$ cat config.mk
export PLATFORM = sky130hd
export DESIGN_NAME = vga_row_pattern_gen
export DESIGN_NICKNAME = d
export VERILOG_FILES = /design/src/rtl/vga_row_pattern_gen.sv
export SDC_FILE = /design/constraint.sdc
export NUM_CORES = 1
export LEC_CHECK = 0
export CAP_MARGIN = 30
export CORE_ASPECT_RATIO = 1.2
export CORE_UTILIZATION = 55
export CTS_CLUSTER_SIZE = 8
export DETAILED_ROUTE_END_ITERATION = 8
export PLACE_DENSITY = 0.79
export SYNTH_ARGS = -nofsm -noshare
export SYNTH_HDL_FRONTEND = slang
export SYNTH_SLANG_ARGS = --single-unit
$ cat constraint.sdc
create_clock -name clk -period 2 [get_ports clk]
set_input_delay 0.4 -clock clk [delete_from_list [all_inputs] [get_ports clk]]
set_output_delay 0.4 -clock clk [all_outputs]
set_load 0.1 [all_outputs]
$ cat src/rtl/vga_row_pattern_gen.sv
// ============================================================================
//  Module      : vga_row_pattern_gen
//  Description : Parametrised VGA timing generator with a row-banded colour
//                pattern engine. Every 2**BAND_LOG2 lines form a band whose
//                palette index is (band + scroll). A frame-latched mode
//                selects solid bands, a checker overlay, scrolling bands or
//                blank video.
//
//  Ports
//    clk         in   pixel-domain clock
//    rst         in   asynchronous, active-high reset
//    ena         in   pixel enable; all state advances only when 1
//    mode        in   [1:0] pattern mode, taken at the frame boundary
//    r, g, b     out  [COLOR_W-1:0] pixel colour, r in the MSBs of the pixel
//    hsync       out  horizontal sync, asserted level SYNC_POL
//    vsync       out  vertical sync, asserted level SYNC_POL
//    active      out  visible-region flag
//    hpos        out  [clog2(H_TOTAL)-1:0] column of the presented pixel
//    vpos        out  [clog2(V_TOTAL)-1:0] line of the presented pixel
//    frame_tick  out  high while the presented pixel is the last of a frame
//    line_tick   out  high while the presented pixel is the last of a line
//
//  Revision    : 1.0  initial release
// ============================================================================
`default_nettype none

module vga_row_pattern_gen #(
    parameter int unsigned H_ACTIVE  = 640,
    parameter int unsigned H_FP      = 16,
    parameter int unsigned H_SYNC    = 96,
    parameter int unsigned H_BP      = 48,
    parameter int unsigned V_ACTIVE  = 480,
    parameter int unsigned V_FP      = 10,
    parameter int unsigned V_SYNC    = 2,
    parameter int unsigned V_BP      = 33,
    parameter int unsigned COLOR_W   = 2,
    parameter int unsigned BAND_LOG2 = 4,
    parameter bit          SYNC_POL  = 1'b0,
    localparam int unsigned PIX_W    = 3 * COLOR_W,
    localparam int unsigned H_TOTAL  = H_ACTIVE + H_FP + H_SYNC + H_BP,
    localparam int unsigned V_TOTAL  = V_ACTIVE + V_FP + V_SYNC + V_BP,
    localparam int unsigned HW       = $clog2(H_TOTAL),
    localparam int unsigned VW       = $clog2(V_TOTAL)
) (
    input  logic               clk,
    input  logic               rst,
    input  logic               ena,
    input  logic [1:0]         mode,
    output logic [COLOR_W-1:0] r,
    output logic [COLOR_W-1:0] g,
    output logic [COLOR_W-1:0] b,
    output logic               hsync,
    output logic               vsync,
    output logic               active,
    output logic [HW-1:0]      hpos,
    output logic [VW-1:0]      vpos,
    output logic               frame_tick,
    output logic               line_tick
);

    // ------------------------------------------------------------------------
    // Timing constants, sized to the counters they are compared against.
    // ------------------------------------------------------------------------
    localparam logic [HW-1:0] c_h_last     = HW'(H_TOTAL - 1);
    localparam logic [HW-1:0] c_h_active   = HW'(H_ACTIVE);
    localparam logic [HW-1:0] c_hs_start   = HW'(H_ACTIVE + H_FP);
    localparam logic [HW-1:0] c_hs_end     = HW'(H_ACTIVE + H_FP + H_SYNC);
    localparam logic [VW-1:0] c_v_last     = VW'(V_TOTAL - 1);
    localparam logic [VW-1:0] c_v_active   = VW'(V_ACTIVE);
    localparam logic [VW-1:0] c_vs_start   = VW'(V_ACTIVE + V_FP);
    localparam logic [VW-1:0] c_vs_end     = VW'(V_ACTIVE + V_FP + V_SYNC);

    localparam logic [1:0]    c_mode_solid  = 2'd0;
    localparam logic [1:0]    c_mode_check  = 2'd1;
    localparam logic [1:0]    c_mode_scroll = 2'd2;
    localparam logic [1:0]    c_mode_blank  = 2'd3;

    // ------------------------------------------------------------------------
    // State
    // ------------------------------------------------------------------------
    logic [HW-1:0]    r_hcnt;
    logic [VW-1:0]    r_vcnt;
    logic [1:0]       r_mode_q;
    logic [PIX_W-1:0] r_scroll;

    // ------------------------------------------------------------------------
    // Decode of the current counter position
    // ------------------------------------------------------------------------
    logic             w_h_last;
    logic             w_v_last;
    logic             w_frame_last;
    logic             w_active;
    logic             w_hs_on;
    logic             w_vs_on;
    logic [PIX_W-1:0] w_band;
    logic [PIX_W-1:0] w_col;
    logic [PIX_W-1:0] w_idx;
    logic [PIX_W-1:0] w_pix;

    assign w_h_last     = (r_hcnt == c_h_last);
    assign w_v_last     = (r_vcnt == c_v_last);
    assign w_frame_last = w_h_last && w_v_last;

    assign w_active = (r_hcnt < c_h_active) && (r_vcnt < c_v_active);
    assign w_hs_on  = (r_hcnt >= c_hs_start) && (r_hcnt < c_hs_end);
    assign w_vs_on  = (r_vcnt >= c_vs_start) && (r_vcnt < c_vs_end);

    // Band and column numbers are only ever used modulo 2**PIX_W, so they are
    // truncated (or zero-extended) straight to the palette width.
    assign w_band = PIX_W'(r_vcnt >> BAND_LOG2);
    assign w_col  = PIX_W'(r_hcnt >> BAND_LOG2);
    assign w_idx  = w_band + r_scroll;

    always_comb begin
        w_pix = '0;
        if (w_active) begin
            case (r_mode_q)
                c_mode_solid:  w_pix = w_idx;
                c_mode_check:  w_pix = w_idx ^ w_col;
                c_mode_scroll: w_pix = w_idx;
                c_mode_blank:  w_pix = '0;
                default:       w_pix = '0;
            endcase
        end
    end

    // ------------------------------------------------------------------------
    // Raster counters
    // ------------------------------------------------------------------------
    always_ff @(posedge clk or posedge rst) begin
        if (rst) begin
            r_hcnt <= '0;
            r_vcnt <= '0;
        end else if (ena) begin
            if (w_h_last) begin
                r_hcnt <= '0;
                r_vcnt <= w_v_last ? '0 : r_vcnt + VW'(1);
            end else begin
                r_hcnt <= r_hcnt + HW'(1);
            end
        end
    end

    // ------------------------------------------------------------------------
    // Frame-boundary state. Both updates happen on the same enabled edge that
    // registers frame_tick, so the new mode and scroll are seen first by the
    // pixel (0,0) computation on the next enabled edge. The scroll decision
    // uses the mode that was live for the frame just ending.
    // ------------------------------------------------------------------------
    always_ff @(posedge clk or posedge rst) begin
        if (rst) begin
            r_mode_q <= c_mode_solid;
            r_scroll <= '0;
        end else if (ena && w_frame_last) begin
            r_mode_q <= mode;
            if (r_mode_q == c_mode_scroll) begin
                r_scroll <= r_scroll + PIX_W'(1);
            end
        end
    end

    // ------------------------------------------------------------------------
    // Output registers: everything is a one-cycle-delayed image of the
    // counter state, so all outputs share the same alignment to hpos/vpos.
    // ------------------------------------------------------------------------
    always_ff @(posedge clk or posedge rst) begin
        if (rst) begin
            r          <= '0;
            g          <= '0;
            b          <= '0;
            hsync      <= ~SYNC_POL;
            vsync      <= ~SYNC_POL;
            active     <= 1'b0;
            hpos       <= '0;
            vpos       <= '0;
            line_tick  <= 1'b0;
            frame_tick <= 1'b0;
        end else if (ena) begin
            r          <= w_pix[PIX_W-1 -: COLOR_W];
            g          <= w_pix[2*COLOR_W-1 -: COLOR_W];
            b          <= w_pix[COLOR_W-1:0];
            hsync      <= w_hs_on ? SYNC_POL : ~SYNC_POL;
            vsync      <= w_vs_on ? SYNC_POL : ~SYNC_POL;
            active     <= w_active;
            hpos       <= r_hcnt;
            vpos       <= r_vcnt;
            line_tick  <= w_h_last;
            frame_tick <= w_frame_last;
        end
    end

endmodule

`default_nettype wire

==> impl_metrics.py, run 1 <==
metrics = {
    "placement": {
        "dp.cells": 364,
        "placed_cell_area_um2": 3440,
        "gp_congestion": 0.810,
        "place_ws_ps": -104,
        "post-dp-hpwl_um": 4300,
        "io_buffers": 35,
    },
    "yosys": {
        "syn_area_um2": 2970,
        "ys_async_sr_fraction_pct": 100,
        "synth_cell_types": 47,
        "synthesis.nets": 276,
        "synth-edff-count": 0,
        "synth_seq_cells": 59,
        "yosysSeqAreaShare_pct": 49.9,
        "ys_warn_count": 0,
        "synthFlopType": "dfrtp_1",
        "postSynthCellCount": 260,
        "avgSynthCellArea_um2": 11.4,
    },
    "timing": {
        "relSlewSlack_pct": 66.8,
        "rsz0062_at_grt": "no",
        "setup_tns_ps": 0,
        "report.final.slew_viol_count": 0,
        "worst_hold_slack_ps": 372,
        "worst_pin_slew_ps": 498,
        "setup_violations": 0,
        "fin_crit_ps": 1860,
        "hold_viol": 0,
        "fin_crit_sh_pct": 93.2,
        "max_clock_freq_mhz": 537,
        "layout_setup_ws_ps": 136,
        "finClkSkew_ps": 8.59,
    },
    "critical_path": {
        "timing.critical_path.from_type": "register",
        "cp.required_ps": 2220,
        "endpoint_kind": "register",
        "worstPathArrival_ps": 2080,
        "crit_fanout": 6,
        "critPathKind": "reg2reg",
    },
    "cts": {
        "clkTransAtPathRegs_ps": 70,
        "holdBufCountCts": 0,
        "cts_tree": "built",
        "cts.sinks": 59,
        "post_cts_buffers": 0,
        "clk_path_buf_depth": 2,
        "cts_max_level": 3,
        "clk_latency_ps": 340,
        "numCtsBuffers": 9,
        "cts_resized": 0,
        "ctsRootBufferMaster": "clkbuf_8",
    },
    "power_and_ir_drop": {
        "cellPowerDensity_nw_per_um2": 938,
        "power.total_mw": 3.44,
        "pwr-share-clk_pct": 35.2,
        "p_seq_share_pct": 41.7,
        "p_int_mw": 2.29,
        "p_switching_mw": 1.16,
        "peakVddDrop_mv": 1.04,
        "switching_share_pct": 33.6,
        "pwr-share-comb_pct": 23.1,
        "p_leak_nw": 1.80,
    },
    "global_routing": {
        "gr-total-overflow": 0,
        "grt_max_degree": 28,
        "grt_pass1_wl_um": 9640,
        "grt_pass1_vias": 2017,
        "grtUsageTotal_pct": 22.6,
        "antenna_found_initial": 0,
    },
    "layout": {
        "area_growth_pct": 23.8,
        "layout.cells.non_filler": 380,
        "final_nets": 331,
        "fill_cells": 378,
        "fin_util_pct": 72.8,
        "drive_above_1_share_pct": 34.1,
        "fin_area_um2": 3670,
        "diodes": 0,
    },
    "drt": {
        "firstDrtPassIters": 4,
        "vias_per_cell": 5.48,
        "routed-via-count": 2083,
        "drc": 0,
        "wirelength_um": 5810,
        "wl_per_cell_um": 15.3,
        "ant_nets": 0,
        "drt_iter0_markers": 84,
    },
    "floorplanning": {
        "core-area_um2": 5040,
        "std_cell_rows": 28,
        "io_pins": 36,
        "die-area_um2": 5690,
        "die_w_um": 69.0,
        "initial_utilization_pct": 58.8,
        "die_h_um": 82.4,
    },
    "min_path": {
        "min_path_type": "in2async",
    },
    "status": {
        "status": "complete, no violations",
    },
    "flow_run": {
        "maxCapViolCount": 0,
    },
}
[metal layers]
metal	vias up	wire [um]	track usage [%]
li1	1024	-	-
met1	1001	2690	28.8
met2	49	2780	36.5
met3	9	245	6.19
met4	0	93	10.0
met5	-	0	0
[Yosys cell counts (3+ instances only)]
master    instances  area (um^2)
a21o_1            3         22.5
nor4_1            3         18.8
and3_1            3         18.8
mux2_2           24          270
inv_1            13         48.8
nand3_1           5         25.0
o21ai_0           9         45.0
dfrtp_1          57         1430
nor2_1           11         41.3
clkbuf_1          5         18.8
buf_2             5         25.0
nor3_1            4         20.0
and4_1            3         26.3
o22ai_1           6         37.5
a21oi_1           7         35.0
ha_1             10          125
xnor2_1          13          114
nand4_1          10         62.6
nand2_1          23         86.3
xor2_1           13          114
[sequential cells by signal, summed over array words and instances (netlist names)]
| register | flops |
|---|---|
| hpos | 10 |
| r_hcnt | 10 |
| r_vcnt | 10 |
| vpos | 10 |
| r_scroll | 6 |
| b | 2 |
| g | 2 |
| r | 2 |
| r_mode_q | 2 |
| active | 1 |
| frame_tick | 1 |
| hsync | 1 |
| line_tick | 1 |
| vsync | 1 |
[cell usage in the layout (no fill, tap or decap), types with 4 or more instances in the layout]
master and instances:
a21oi_1 7, buf_4 52, clkbuf_8 11, clkdlybuf4s50_1 4
dfrtp_1 57, ha_1 10, inv_1 12, mux2_2 24
nand2_1 23, nand3_1 5, nand4_1 10, nor2_1 11
nor3_1 4, o21ai_0 9, o22ai_1 6, xnor2_1 13
xor2_1 13
[final timing paths]
kind / startpoint / to / slack, ps / depth (start not counted)
min reg2reg: r_vcnt[1] / vsync / 500 / 1
min: rst / r_hcnt[6] / 370 / 2
max reg2reg: r_hcnt[1] / r_scroll[1] / 140 / 5
max: r_hcnt[1] / r_scroll[1] / 140 / 5
max in group asynchronous: rst / hsync / 1030 / 3
min in group clk: r_vcnt[1] / vsync / 500 / 1
[kinds of logic (layout without fill, tap and decap cells)]
logic type,Yosys count,count (layout),synth area share [%]
buffers and inverters,28,88,4.56
adders and majority gates,11,11,4.89
and+or+nand+nor,79,79,16.6
DFF,59,59,49.9
AOI/OAI and AO/OA,30,30,6.03
xor gates and xnor gates,26,26,7.68
muxes,27,27,10.3
[critical path, stage by stage (launching register included)]
cell	delay, ps
dfrtp_1	440
ha_1	210
and4b_1	350
and3_4	260
and3_4	190
mux2_4	290
[power groups by stage]
stage | logic (mW) | registers [mW] | clock network, mW
after global routing | 0.842 | 1.45 | 1.29
after global placement | 0.792 | 1.45 | 0
after floorplan | 0.290 | 1.77 | 0
after detailed placement | 0.799 | 1.45 | 0
after CTS | 0.800 | 1.43 | 1.24
final | 0.797 | 1.44 | 1.21
[cell type report]
cell class / count / area (um^2) / area share [%]
sequential: 59 / 1480 / 40.3
clock buffer: 11 / 151 / 4.12
tap: 60 / 75.1 / 2.04
timing repair buffer: 59 / 490 / 13.4
clock inverter: 5 / 75.1 / 2.04
inverter: 13 / 48.8 / 1.33
multi-input combinational: 173 / 1350 / 36.8
No activity file was read; power rests on OpenSTA's default activity.
==> inputs of run 2 (changes only) <==
--- a/config.mk
+++ b/config.mk
@@ -7,10 +7,10 @@
 export LEC_CHECK = 0
 export CAP_MARGIN = 30
 export CORE_ASPECT_RATIO = 1.2
-export CORE_UTILIZATION = 55
+export CORE_UTILIZATION = 50
 export CTS_CLUSTER_SIZE = 8
 export DETAILED_ROUTE_END_ITERATION = 8
-export PLACE_DENSITY = 0.79
+export PLACE_DENSITY = 0.76
 export SYNTH_ARGS = -nofsm -noshare
 export SYNTH_HDL_FRONTEND = slang
 export SYNTH_SLANG_ARGS = --single-unit
==> constraint.sdc (replaced) <==
create_clock -name clk -period 1.6 [get_ports clk]
set_input_delay 0.24 -clock clk [delete_from_list [all_inputs] [get_ports clk]]
set_output_delay 0.24 -clock clk [all_outputs]
set_load 0.1 [all_outputs]
==> run 2 against run 1 <==
Effect of this change: the run now ends with setup timing left; sequential share of layout area is 7.5 points lower; wire length is 31% higher; non-clock buffer count is 31 higher; power is 37% higher; global-route usage is 1.9 points higher; combinational power is 76% higher; cell area is 23% higher; first-iteration DRC count is 130% higher; fmax is 6.9% higher; clock-buffer cell count is 1 higher; largest cell class is now multi-input gates; largest power group unchanged; highest routed layer unchanged.
==> impl_metrics.py, run 2 (synthesized netlist as in run 1, its figures left out) <==
metrics = {
    "critical_path": {
        "cp.required_ps": 1830,
        "path_cells": "inv_2 -> ha_1 -> and4bb_2 -> and4_4 -> and3_4 -> mux2_4",
        "endpoint_kind": "register",
        "worstPathArrival_ps": 1970,
        "critPathKind": "reg2reg",
        "timing.critical_path.from_type": "register",
        "slowest_delay_ps": 410,
        "slowest_stage": "dfrtp_1",
        "r2r_cells": 6,
        "crit_fanout": 3,
    },
    "floorplanning": {
        "core-area_um2": 5710,
        "die_w_um": 72.3,
        "initial_utilization_pct": 52.0,
        "die-area_um2": 6240,
        "die_h_um": 86.4,
        "std_cell_rows": 30,
        "io_pins": 36,
    },
    "drt": {
        "wl_per_cell_um": 17.6,
        "drt_iter0_markers": 194,
        "routed-via-count": 2379,
        "vias_per_cell": 5.52,
        "firstDrtPassIters": 4,
        "drc": 0,
        "wirelength_um": 7600,
        "ant_nets": 0,
    },
    "cts": {
        "cts.sinks": 59,
        "cts_max_level": 3,
        "clkTransAtPathRegs_ps": 70,
        "numCtsBuffers": 9,
        "cts_tree": "built",
        "holdBufCountCts": 0,
        "clk_path_buf_depth": 2,
        "clk_latency_ps": 350,
        "ctsRootBufferMaster": "clkbuf_8",
    },
    "status": {
        "status": "complete, but fails checks",
        "violations": "setup timing",
    },
    "timing": {
        "report.final.slew_viol_count": 0,
        "hold_viol": 0,
        "max_clock_freq_mhz": 574,
        "worst_hold_slack_ps": 213,
        "worst_pin_slew_ps": 352,
        "fin_crit_ps": 1740,
        "setup_violations": 14,
        "fin_crit_sh_pct": 109,
        "layout_setup_ws_ps": -143,
        "rsz0062_at_grt": "yes",
        "finClkSkew_ps": 12.2,
        "setup_tns_ps": -1110,
        "relSlewSlack_pct": 76.3,
    },
    "min_path": {
        "min_path_type": "in2async",
    },
    "global_routing": {
        "grt_pass1_vias": 2368,
        "grtUsageTotal_pct": 24.4,
        "gr-total-overflow": 0,
        "grt_pass1_wl_um": 11400,
        "grt_max_degree": 26,
        "antenna_found_initial": 0,
    },
    "layout": {
        "fill_cells": 313,
        "final_cell_mix": "dfrtp_1 (55), buf_4 (44), buf_12 (34)",
        "layout.cells.non_filler": 431,
        "multiInputGateArea_um2": 1510,
        "fin_area_um2": 4520,
        "seq_area_um2": 1480,
        "fin_util_pct": 79.1,
        "area_growth_pct": 52.3,
        "final_nets": 362,
        "drive_above_1_share_pct": 47.9,
        "diodes": 0,
        "final_common_cell": "dfrtp_1",
    },
    "placement": {
        "placed_cell_area_um2": 3990,
        "post-dp-hpwl_um": 4730,
        "dp.cells": 400,
        "io_buffers": 35,
        "place_ws_ps": -283,
        "gp_congestion": 0.861,
    },
    "power_and_ir_drop": {
        "power.total_mw": 4.72,
        "p_leak_nw": 2.09,
        "peakVddDrop_mv": 1.22,
        "cellPowerDensity_nw_per_um2": 1050,
    },
    "flow_run": {
        "maxCapViolCount": 0,
    },
}
run 2: final cells by class:
| cell class | count | share of cell area (%) |
|---|---|---|
| flip-flops and latches | 59 | 32.8 |
| repair buffers | 90 | 25.3 |
| well taps | 80 | 2.22 |
| clock buffers | 12 | 3.44 |
| multi-input cells | 173 | 33.5 |
| clock inverters | 4 | 1.63 |
| inverters | 13 | 1.16 |
run 2: final timing paths:
check	start	to	slack, ps
worst max-delay path	r_vcnt[0]	r_scroll[1]	-140
worst min-delay path	rst	r_scroll[3]	210
worst min register to register	vsync	vsync	520
min in group clk	vsync	vsync	520
worst max register to register	r_vcnt[0]	r_scroll[1]	-140
max in group asynchronous	rst	vsync	890
run 2: power breakdown:
part / switching [mW] / leakage, nW / total (mW) / internal (mW)
Combinational: 0.856 / 1.21 / 1.40 / 0.546
Clock: 0.601 / 0.117 / 1.56 / 0.962
Sequential: 0.132 / 0.767 / 1.76 / 1.62
Total: 1.59 / 2.09 / 4.72 / 3.13
run 2: timing repair:
item                       4_1_cts  5_1_grt
setup endpoints to repair       20       23
pin swaps                       10       26
gates resized for setup          6       30
setup buffers                    5       10
gates cloned                     0        0
run 2: routing by layer:
layer	wire [um]	track usage, %	vias to the layer above	part of all wire [%]
li1	-	-	1078	-
met1	3080	29.8	1220	41
met2	4060	39.7	61	53
met3	212	6.86	20	2.8
met4	241	12.1	0	3.2
met5	0	0	-	0
run 2: critical path, delay by kind of cell (launching register included):
family / cells / cell delay (ps)
mux: 1 / 290
buf+inv: 1 / 80
fa+ha+maj: 1 / 130
flops: 1 / 410
simple gates: 3 / 720
==> inputs of run 3 (changes only) <==
--- a/config.mk
+++ b/config.mk
@@ -5,7 +5,7 @@
 export SDC_FILE = /design/constraint.sdc
 export NUM_CORES = 1
 export LEC_CHECK = 0
-export CAP_MARGIN = 30
+export CAP_MARGIN = 15
 export CORE_ASPECT_RATIO = 1.2
 export CORE_UTILIZATION = 50
 export CTS_CLUSTER_SIZE = 8
==> results of run 3 <==
No change in the layout: final DEF, timing and power equal those of run 2.
